## config.mk

```make
export PLATFORM = sky130hd
export DESIGN_NAME = sys_ctrl_burst
export DESIGN_NICKNAME = d
export VERILOG_FILES = /design/src/rtl/sys_ctrl_burst.sv
export SDC_FILE = /design/constraint.sdc
export NUM_CORES = 1
export LEC_CHECK = 0
export BUFFER_PORTS_ARGS = -buffer_cell sky130_fd_sc_hd__buf_4
export CAP_MARGIN = 30
export CORE_MARGIN = 10
export CORE_UTILIZATION = 55
export CTS_CLUSTER_DIAMETER = 80
export DETAILED_ROUTE_END_ITERATION = 16
export GPL_ROUTABILITY_DRIVEN = 0
export PLACE_DENSITY = 0.81
export SKIP_LAST_GASP = 1
export SLEW_MARGIN = 25
export SYNTH_ARGS = -nofsm -noshare
export SYNTH_HDL_FRONTEND = slang
export SYNTH_SLANG_ARGS = --single-unit
```

## constraint.sdc

```tcl
create_clock -name CLK -period 5.25 [get_ports CLK]
set_input_delay 1.05 -clock CLK [delete_from_list [all_inputs] [get_ports CLK]]
set_output_delay 1.05 -clock CLK [all_outputs]
set_load 0.01 [all_outputs]
```

## src/rtl/sys_ctrl_burst.sv

```systemverilog
// UART command-frame controller: decodes RX bytes into register-file reads/writes
// (single and burst), ALU runs and multi-byte transmit, with a mid-frame idle timeout.
module sys_ctrl_burst #(
  parameter int WIDTH         = 8,
  parameter int ADDR_WIDTH    = 4,
  parameter int FUN_WIDTH     = 4,
  parameter int ALU_OUT_WIDTH = 16,
  parameter int TIMEOUT       = 1024
) (
  input  logic                     CLK,
  input  logic                     RST,
  input  logic [WIDTH-1:0]         RX_P_DATA,
  input  logic                     RX_D_VLD,
  input  logic [ALU_OUT_WIDTH-1:0] ALU_OUT,
  input  logic                     OUT_Valid,
  output logic                     ALU_En,
  output logic [FUN_WIDTH-1:0]     ALU_Fun,
  output logic                     CLK_En,
  output logic [ADDR_WIDTH-1:0]    Address,
  output logic                     WrEn,
  output logic                     RdEn,
  output logic [WIDTH-1:0]         WrData,
  input  logic [WIDTH-1:0]         RdData,
  input  logic                     RdData_Valid,
  output logic [WIDTH-1:0]         TX_P_DATA,
  output logic                     TX_D_VLD,
  input  logic                     Busy,
  output logic                     FRAME_ERR,
  output logic [3:0]               fsm_state
);

  localparam int NB    = (ALU_OUT_WIDTH + WIDTH - 1) / WIDTH;
  localparam int RES_W = NB * WIDTH;
  localparam int NBW   = $clog2(NB + 1);
  localparam int TW    = $clog2(TIMEOUT + 1);

  localparam logic [WIDTH-1:0] CMD_WR  = WIDTH'(8'hAA);
  localparam logic [WIDTH-1:0] CMD_RD  = WIDTH'(8'hBB);
  localparam logic [WIDTH-1:0] CMD_ALU = WIDTH'(8'hCC);
  localparam logic [WIDTH-1:0] CMD_FUN = WIDTH'(8'hDD);
  localparam logic [WIDTH-1:0] CMD_BWR = WIDTH'(8'hEE);
  localparam logic [WIDTH-1:0] CMD_BRD = WIDTH'(8'hFF);

  typedef enum logic [3:0] {
    IDLE, WR_ADDR, WR_DATA, RD_ADDR, RD_WAIT, ALU_A, ALU_B, ALU_FUN, ALU_WAIT,
    BURST_ADDR, BURST_CNT, BURST_WR, BURST_RD, TX_SEND, TX_WAIT
  } state_t;

  state_t                  state_q, state_d;
  logic [WIDTH-1:0]        cnt_q, cnt_d;
  logic [RES_W-1:0]        res_q, res_d;
  logic [NBW-1:0]          nb_left_q, nb_left_d;
  logic [TW-1:0]           timer_q, timer_d;
  logic                    busy_seen_q, busy_seen_d;
  logic                    burst_wr_q, burst_wr_d;
  logic                    first_q, first_d;
  logic                    rd_burst_q, rd_burst_d;
  logic [ADDR_WIDTH-1:0]   address_d;
  logic [WIDTH-1:0]        wr_data_d, tx_data_d;
  logic [FUN_WIDTH-1:0]    alu_fun_d;
  logic                    alu_en_d, clk_en_d, wr_en_d, rd_en_d, tx_vld_d, err_d;
  logic                    rx_state, timed_out;

  assign fsm_state = state_q;
  assign rx_state  = state_q inside {WR_ADDR, WR_DATA, RD_ADDR, ALU_A, ALU_B, ALU_FUN,
                                     BURST_ADDR, BURST_CNT, BURST_WR};
  assign timed_out = rx_state && (timer_q == TW'(TIMEOUT));

  always_comb begin
    state_d     = state_q;
    cnt_d       = cnt_q;
    res_d       = res_q;
    nb_left_d   = nb_left_q;
    busy_seen_d = busy_seen_q;
    burst_wr_d  = burst_wr_q;
    first_d     = first_q;
    rd_burst_d  = rd_burst_q;
    address_d   = Address;
    wr_data_d   = WrData;
    tx_data_d   = TX_P_DATA;
    alu_fun_d   = ALU_Fun;
    alu_en_d    = 1'b0;
    clk_en_d    = 1'b0;
    wr_en_d     = 1'b0;
    rd_en_d     = 1'b0;
    tx_vld_d    = 1'b0;
    err_d       = 1'b0;
    timer_d     = '0;
    if (rx_state && !RX_D_VLD) timer_d = timer_q + 1'b1;

    // Expiry takes priority over a byte arriving in the same cycle.
    if (timed_out) begin
      err_d   = 1'b1;
      state_d = IDLE;
    end else begin
      case (state_q)
        IDLE: if (RX_D_VLD) begin
          burst_wr_d = (RX_P_DATA == CMD_BWR);
          if (RX_P_DATA == CMD_WR)                             state_d = WR_ADDR;
          else if (RX_P_DATA == CMD_RD)                        state_d = RD_ADDR;
          else if (RX_P_DATA == CMD_ALU)                       state_d = ALU_A;
          else if (RX_P_DATA == CMD_FUN)                       state_d = ALU_FUN;
          else if (RX_P_DATA == CMD_BWR || RX_P_DATA == CMD_BRD) state_d = BURST_ADDR;
          else err_d = 1'b1;
        end
        WR_ADDR: if (RX_D_VLD) begin
          address_d = RX_P_DATA[ADDR_WIDTH-1:0];
          state_d   = WR_DATA;
        end
        WR_DATA: if (RX_D_VLD) begin
          wr_data_d = RX_P_DATA;
          wr_en_d   = 1'b1;
          state_d   = IDLE;
        end
        RD_ADDR: if (RX_D_VLD) begin
          address_d  = RX_P_DATA[ADDR_WIDTH-1:0];
          rd_en_d    = 1'b1;
          rd_burst_d = 1'b0;
          state_d    = RD_WAIT;
        end
        RD_WAIT, BURST_RD: if (RdData_Valid) begin
          res_d            = '0;
          res_d[WIDTH-1:0] = RdData;
          nb_left_d        = NBW'(1);
          state_d          = TX_SEND;
        end
        ALU_A, ALU_B: if (RX_D_VLD) begin
          address_d = (state_q == ALU_A) ? '0 : ADDR_WIDTH'(1);
          wr_data_d = RX_P_DATA;
          wr_en_d   = 1'b1;
          state_d   = (state_q == ALU_A) ? ALU_B : ALU_FUN;
        end
        ALU_FUN: if (RX_D_VLD) begin
          alu_fun_d = RX_P_DATA[FUN_WIDTH-1:0];
          alu_en_d  = 1'b1;
          clk_en_d  = 1'b1;
          state_d   = ALU_WAIT;
        end
        ALU_WAIT: begin
          // Gate stays open through the cycle after OUT_Valid.
          clk_en_d = 1'b1;
          if (OUT_Valid) begin
            res_d                    = '0;
            res_d[ALU_OUT_WIDTH-1:0] = ALU_OUT;
            nb_left_d                = NBW'(NB);
            rd_burst_d               = 1'b0;
            state_d                  = TX_SEND;
          end
        end
        BURST_ADDR: if (RX_D_VLD) begin
          address_d = RX_P_DATA[ADDR_WIDTH-1:0];
          state_d   = BURST_CNT;
        end
        BURST_CNT: if (RX_D_VLD) begin
          if (RX_P_DATA == '0) begin
            err_d   = 1'b1;
            state_d = IDLE;
          end else if (burst_wr_q) begin
            cnt_d   = RX_P_DATA;
            first_d = 1'b1;
            state_d = BURST_WR;
          end else begin
            cnt_d      = RX_P_DATA - 1'b1;
            rd_en_d    = 1'b1;
            rd_burst_d = 1'b1;
            state_d    = BURST_RD;
          end
        end
        BURST_WR: if (RX_D_VLD) begin
          if (!first_q) address_d = Address + 1'b1;
          first_d   = 1'b0;
          wr_data_d = RX_P_DATA;
          wr_en_d   = 1'b1;
          cnt_d     = cnt_q - 1'b1;
          if (cnt_q == WIDTH'(1)) state_d = IDLE;
        end
        // Transmit handshake: a byte is offered (TX_D_VLD pulse) only while Busy is low;
        // it is complete once Busy has been seen high and then low again.
        TX_SEND: if (!Busy) begin
          tx_data_d   = res_q[WIDTH-1:0];
          tx_vld_d    = 1'b1;
          busy_seen_d = 1'b0;
          state_d     = TX_WAIT;
        end
        TX_WAIT: begin
          if (Busy) begin
            busy_seen_d = 1'b1;
          end else if (busy_seen_q) begin
            busy_seen_d = 1'b0;
            res_d       = res_q >> WIDTH;
            if (nb_left_q > NBW'(1)) begin
              nb_left_d = nb_left_q - 1'b1;
              state_d   = TX_SEND;
            end else if (rd_burst_q && cnt_q != '0) begin
              address_d = Address + 1'b1;
              rd_en_d   = 1'b1;
              cnt_d     = cnt_q - 1'b1;
              state_d   = BURST_RD;
            end else begin
              state_d = IDLE;
            end
          end
        end
        default: state_d = IDLE;
      endcase
    end

    if (RX_D_VLD && (state_q inside {RD_WAIT, ALU_WAIT, BURST_RD, TX_SEND, TX_WAIT}))
      err_d = 1'b1;
  end

  always_ff @(posedge CLK) begin
    if (RST) begin
      state_q     <= IDLE;
      cnt_q       <= '0;
      res_q       <= '0;
      nb_left_q   <= '0;
      timer_q     <= '0;
      busy_seen_q <= 1'b0;
      burst_wr_q  <= 1'b0;
      first_q     <= 1'b0;
      rd_burst_q  <= 1'b0;
      Address     <= '0;
      WrData      <= '0;
      TX_P_DATA   <= '0;
      ALU_Fun     <= '0;
      ALU_En      <= 1'b0;
      CLK_En      <= 1'b0;
      WrEn        <= 1'b0;
      RdEn        <= 1'b0;
      TX_D_VLD    <= 1'b0;
      FRAME_ERR   <= 1'b0;
    end else begin
      state_q     <= state_d;
      cnt_q       <= cnt_d;
      res_q       <= res_d;
      nb_left_q   <= nb_left_d;
      timer_q     <= timer_d;
      busy_seen_q <= busy_seen_d;
      burst_wr_q  <= burst_wr_d;
      first_q     <= first_d;
      rd_burst_q  <= rd_burst_d;
      Address     <= address_d;
      WrData      <= wr_data_d;
      TX_P_DATA   <= tx_data_d;
      ALU_Fun     <= alu_fun_d;
      ALU_En      <= alu_en_d;
      CLK_En      <= clk_en_d;
      WrEn        <= wr_en_d;
      RdEn        <= rd_en_d;
      TX_D_VLD    <= tx_vld_d;
      FRAME_ERR   <= err_d;
    end
  end

endmodule
```

### Yosys cells after proc, flatten, opt, wreduce, memory -nomap -nowiden

Index checks and enable logic that the tools add are counted.

| word-level totals | value |
|---|---|
| bits in registers | 75 |
| latch bits | 0 |
| RAM bits | 0 |
| bits in read-only memories | 0 |
| bits of input ports | 38 |
| output and inout bits | 34 |
| logic and storage cells | 206 |
| memories kept | 0 |

| operators by class | value |
|---|---|
| add/sub/neg operators | 5 |
| multiply operators | 0 |
| div/mod/pow operators | 0 |
| $lt $le $gt $ge | 1 |
| equality and inequality tests | 46 |
| shift-type cells | 0 |
| multiplexer cells | 91 |
| bitwise operators | 6 |
| reductions and logical operators | 38 |

Operators with widths:

| kind | number |
|---|---|
| $mux 4 | 31 |
| $mux 16 | 4 |
| $mux 8 | 8 |
| $pmux 4 s13 | 1 |
| $eq 8x8->1 const B | 6 |
| $pmux 16 s3 | 1 |
| $ne 2x2->1 const B | 21 |
| $mux 1 | 31 |
| $eq 4x4->1 const B | 7 |
| $pmux 8 s3 | 1 |
| $eq 4x3->1 const B | 4 |
| $pmux 4 s4 | 1 |
| $reduce_and 16->1 | 1 |
| $sub 8x1->8 const B | 2 |
| $reduce_and 3->1 | 5 |
| $reduce_and 7->1 | 2 |
| $reduce_and 6->1 | 2 |
| $reduce_or 3->1 | 4 |
| $add 11x1->11 const B | 1 |
| $eq 11x11->1 const B | 1 |
| $mux 2 | 5 |
| $reduce_and 10->1 | 1 |
| $reduce_and 9->1 | 1 |
| $reduce_bool 3->1 | 3 |
| other kinds (25) | 43 |

### Logic depth before layout (Yosys ltp)

| depth | value |
|---|---|
| depth in word-level cells | 11 |
| depth in mapped cells | 8 |
| gate-level depth less buffers | 7 |

### Worst setup path before layout

Ideal clock, no wire load.

| timing path | value |
|---|---|
| kind | input-to-reg |
| start | in RX_P_DATA[4] |
| end | reg cnt_q[1] |
| library setup time | 0.086 ns |
| arrival time | 2.543 ns |
| data required time | 5.164 ns |
| path slack | 2.622 ns |
| cell stages on the path | 6 |
| path buffers | 1 |
| path through | buf_2 -> nor4_1 -> nand3_1 -> a32oi_1 -> a2111oi_0 -> a211oi_1 |

| on the way | value |
|---|---|
| cells in the longest elaborated chain, start to end | 3 |

RTL lines:

| what | line | RTL |
|---|---|---|
| start, declared | 12 | `input logic [WIDTH-1:0] RX_P_DATA,` |
| $logic_not 8->1 | 155 | `if (RX_P_DATA == '0) begin` |
| $ne 2x2->1 (no line) | n/a |  |
| $reduce_and 9->1 (no line) | n/a |  |
| end signal, assigned | 235 | `cnt_q <= cnt_d;` |
| end, declared | 50 | `logic [WIDTH-1:0] cnt_q, cnt_d;` |

No other way between the ends.
A chain may end at the register's enable or synchronous reset.

### Worst setup path after layout

| timing path | value |
|---|---|
| start | reg state_q[0] (netlist: fsm_state[0]) |
| end | reg WrData[6] |

| on the way | value |
|---|---|
| cells in the longest elaborated chain, start to end | 5 |

RTL lines:

| what | line | RTL |
|---|---|---|
| start, declared | 49 | `state_t state_q, state_d;` |
| start signal, assigned | 234 | `state_q <= state_d;` |
| $eq 4x1->1, or another cell as far along | 65 | `assign rx_state = state_q inside {WR_ADDR, WR_DATA, RD_ADDR, ALU_A, ALU_B, ALU_FUN,` |
| $reduce_bool 9->1 | 65 |  |
| $logic_and 1x1->1 | 67 | `assign timed_out = rx_state && (timer_q == TW'(TIMEOUT));` |
| $not 1->1 (no line) | n/a |  |
| $reduce_and 3->1 (no line) * | n/a |  |
| end signal, assigned | 244 | `WrData <= wr_data_d;` |
| end, declared | 22 | `output logic [WIDTH-1:0] WrData,` |

Mark *: on every way between the ends. The rest lies on a longest branch, timed or not.

==> run summary <==
The flow ran to the end, and the final reports show no timing, DRC or antenna violations. The number of non-filler instances in the completed layout is 671, and the iteration count of the initial detailed-routing pass is 5. For the total overflow reported by the global router, the log shows 0. The power density normalized to cell area is 238.3 nW/um^2, and the required arrival time at the worst endpoint is 5470 ps. Along the worst path, the maximum fanout reaches 29. Setup repair after global routing left no endpoint under its margin.

The initial antenna violation count is 0, and the data arrival time of the critical path is 3020 ps. The vias per cell is 6.100, and the routed wire length per instance is 17.33 um. Ranked by instance count, the synthesized netlist is headed by 75 x sky130_fd_sc_hd__dfxtp_1, 69 x sky130_fd_sc_hd__nor2_1, 39 x sky130_fd_sc_hd__a21oi_1. The worst-case hold path end point is res_q[12]. Summing the areas of all compound-gate instances in the mapped netlist gives 18.98% of the synthesized area. The tools report the number of clock sinks as 75. The finished cells cover 4976 um^2.

The largest individual stage delay along the critical path comes from the cell sky130_fd_sc_hd__dfxtp_1. The run gives 72 as the number of top-level pins. Summing all flip-flop and latch instances after layout gives 1501 um^2. The kind of cell with the highest combined delay along the critical path is flip-flops. The worst setup margin is 2450 ps.

Area of the die: 11570 um^2. The critical path goes through o2bb2ai_1, nor4_4, a211oi_1, buf_4, mux2i_1, nor2_1. The combinational family with the most area after synthesis is simple AND/OR/NAND/NOR gates. For the multi-input logic area, the log shows 2502 um^2.

In this run the remaining antenna-violating nets after routing total 0. The logs give 0 for the number of warnings reported in the yosys synthesis log and 11630 um for the detailed-route wire length. Cells fill 67.52% of the core in the end. The number of DRC markers after the initial detailed-route iteration was 405.

The maximum single-stage delay on the critical path was 960 ps; the clock tree buffer depth was 2. The floorplan step set the die width to 107.6 um. The completed layout was analyzed and its total power is 1.186 mW. From bottom edge to top edge, the die measures 107.6 um. The startpoint identified for the worst hold timing path is res_q[12]. When the netlist entered floorplanning its net count stood at 563.

On the final layout, the worst clock skew is 12.08 ps. For the worst flop-to-flop path, the logic depth is 6. The placeable core region is 7370 um^2, and the parity-gate share of the synthesized area counting xor and xnor cells is 4.152%. TritonCTS built the clock tree. The sum of buffers and inverters on the critical path was 1. Entering global routing, the biggest net connects 64 pins.

The final period utilization works out to 53.33%. Across the VDD grid, the largest voltage drop is 0.1715 mV. In this run the tightest slew margin relative to its limit is 32.46%. The area of the mapped netlist is 4219 um^2.

Commonest register cell after synthesis: sky130_fd_sc_hd__dfxtp_1. Max-cap violations in this run came to 0. Counting the buffers created by CTS gives 9.

Yosys attributes the largest share of cell area to sky130_fd_sc_hd__dfxtp_1 36%, sky130_fd_sc_hd__nor2_1 6.1%, sky130_fd_sc_hd__mux2i_1 5.9%. After synthesis the netlist holds a flip-flop and latch count of 75. Clock tree root buffer cell: sky130_fd_sc_hd__clkbuf_8. The total negative slack for setup checks is 0 ps. The final routed DRC violation total was 0; the slew at the pin closest to its max-slew limit was 1008 ps. Of all cell types, the one taking the most synthesized area is sky130_fd_sc_hd__dfxtp_1.

The placed wire-length estimate after detailed placement is 8381 um, and the area share of fa/ha/maj cells after synthesis is 2.966%. Worst min-delay path category: flip-flop to flip-flop. The detailed router placed 4093 vias in this run. In this run the tool buffered the top-level ports with 71 buffer cells.

The number of setup violations in the final report is 0. STA classifies the critical path startpoint as a flip-flop. For flop-to-flop paths, the worst setup slack is 2450 ps. Of the synthesized area, sequential elements account for 35.59%.

Hold repair after CTS inserted 0 buffers. The logs give 615 for the number of nets in the layout and 57.25% for the initial core utilization. The placed instances occupy a cell area of 4740 um^2.

The simple-gate area share of the yosys netlist came out at 27.28%. Clock-pin slew was measured on the worst setup and hold paths at 90 ps. For this run, the total global-route usage over all layers was measured as 20.22%. Timing would allow up to 357.1 MHz.

Counting tap cells, the placed design contains a total of 653 instances. The H-tree depth is 3, and the total leakage power is 1.837 nW. The tools report the number of pins with negative max-slew slack in the final report as 0. In the synthesized netlist the async set-or-reset flop fraction comes to 0%. The logs give 2166 ps for the pre-CTS setup slack and 0 for the number of setup buffers added after CTS. The library cell with the highest instance count after synthesis was sky130_fd_sc_hd__dfxtp_1. For the floorplan row count, the log shows 31.

The kind of end point of the critical path is a flip-flop. After synthesis, the share of cell area in mux cells is 5.931%. For the number of global-route vias before repair, the log shows 3902. The worst register-to-register path ends at WrData[6]. Clock latency of the later-clocked register in the worst-skew pair: 370 ps. Summed over its instances, the top area cell type makes up 35.59% of the synthesized netlist area.

Unique cell type count in the Yosys netlist: 60. The category of the most critical setup path is flip-flop to flip-flop. Fill cells in the final layout number 601.

Hold violation total from the final report: 0. The number of gates given a new drive strength after cts is 0, and the count of mapped cells out of synthesis is 515. The worst path needs 2800 ps of the cycle, external delays included.

The post-route netlist has 18.01% of its cells at a drive strength greater than 1. The global-route wire length before repair is 19340 um, and the hold-critical path depth is 2. After synthesis, the mean cell area works out to 8.192 um^2.

Compared with the post-synthesis result, the final layout area differs by 17.94%. The tools report the number of antenna repair diodes as 0. The reg-to-reg startpoint is fsm_state[0]. The tightest hold path in the finished design has a slack of 457.2 ps. Yosys mapped a number of flops with a built-in enable equal to 0.
[worst min-delay path: cells and delay by family, from the launching register on]
family / cells / cell delay (ps)
flip-flops: 1 / 320
AND/OR/NAND/NOR: 1 / 50
AO/OA/AOI/OAI: 1 / 50
[cell type report]
class / count / area share (%)
Multi-Input combinational cell: 391 / 50.29
Tap cell: 99 / 2.489
Inverter: 13 / 0.9806
Clock buffer: 9 / 2.489
Timing Repair Buffer: 77 / 11.92
Clock inverter: 7 / 1.660
Sequential cell: 75 / 30.17
[logic make-up after synthesis]
group                    count (synthesis)
adder cells (fa/ha/maj)                 10
AND/OR/NAND/NOR                        216
AO/OA/AOI/OAI                          120
flip-flops                              75
XOR/XNOR                                20
multiplexers                            25
buffers and inverters                   49
[worst max-delay path by stage]
stage	startpoint	end	slack (ps)	depth (start not counted)
after floorplan	RX_P_DATA[4]	cnt_q[1]	2620	6
after global placement	RX_P_DATA[2]	cnt_q[1]	2290	6
after detailed placement	RX_P_DATA[2]	cnt_q[3]	2170	6
after CTS	fsm_state[0]	WrData[6]	2500	6
after global routing	fsm_state[0]	ALU_Fun[1]	2180	5
final	fsm_state[0]	WrData[6]	2450	6
[cell usage in the layout, fill, tap and decap left out, types with 6 or more instances in the layout]
master / netlist / layout
sky130_fd_sc_hd__a21oi_1: 39 / 39
sky130_fd_sc_hd__nand2_1: 35 / 35
sky130_fd_sc_hd__xnor2_1: 6 / 6
sky130_fd_sc_hd__nand4_1: 6 / 6
sky130_fd_sc_hd__a31oi_1: 6 / 6
sky130_fd_sc_hd__dfxtp_1: 75 / 75
sky130_fd_sc_hd__nor2_1: 69 / 69
sky130_fd_sc_hd__mux2i_1: 25 / 25
sky130_fd_sc_hd__clkbuf_8: 0 / 9
sky130_fd_sc_hd__ha_1: 10 / 10
sky130_fd_sc_hd__nand3_1: 22 / 22
sky130_fd_sc_hd__a311oi_1: 9 / 9
sky130_fd_sc_hd__a22oi_1: 9 / 9
sky130_fd_sc_hd__nor3_1: 10 / 10
sky130_fd_sc_hd__nor2b_1: 10 / 10
sky130_fd_sc_hd__inv_1: 13 / 13
sky130_fd_sc_hd__nand2b_1: 12 / 12
sky130_fd_sc_hd__nor3b_1: 8 / 8
sky130_fd_sc_hd__and3_1: 7 / 7
sky130_fd_sc_hd__nor4_1: 8 / 8
sky130_fd_sc_hd__o21ai_0: 16 / 16
sky130_fd_sc_hd__a211oi_1: 9 / 9
sky130_fd_sc_hd__buf_4: 0 / 75
sky130_fd_sc_hd__xor2_1: 14 / 14
[per-layer routing]
metal  global-route usage, %  routed length, um  part of all wire [%]
met5                       0                  0                     0
met4                   7.824                248                   2.1
met3                   3.952                879                   7.6
met2                   33.17               5548                    48
met1                   25.48               4952                    43
[where the power goes]
| part | switching [mW] | total (mW) | internal (mW) |
|---|---|---|---|
| Combinational | 0.0757 | 0.132 | 0.0564 |
| Sequential | 0.00949 | 0.588 | 0.578 |
| Clock | 0.239 | 0.466 | 0.227 |
[registers in the layout, indices dropped and copies added, names as in the netlist, 2 cells and up]
signal and flops:
fsm_state 4, cnt_q 8, Address 4, res_q 16, WrData 8, nb_left_q 2
timer_q 11, ALU_Fun 4, TX_P_DATA 8
(Power assumes the default switching activity.)
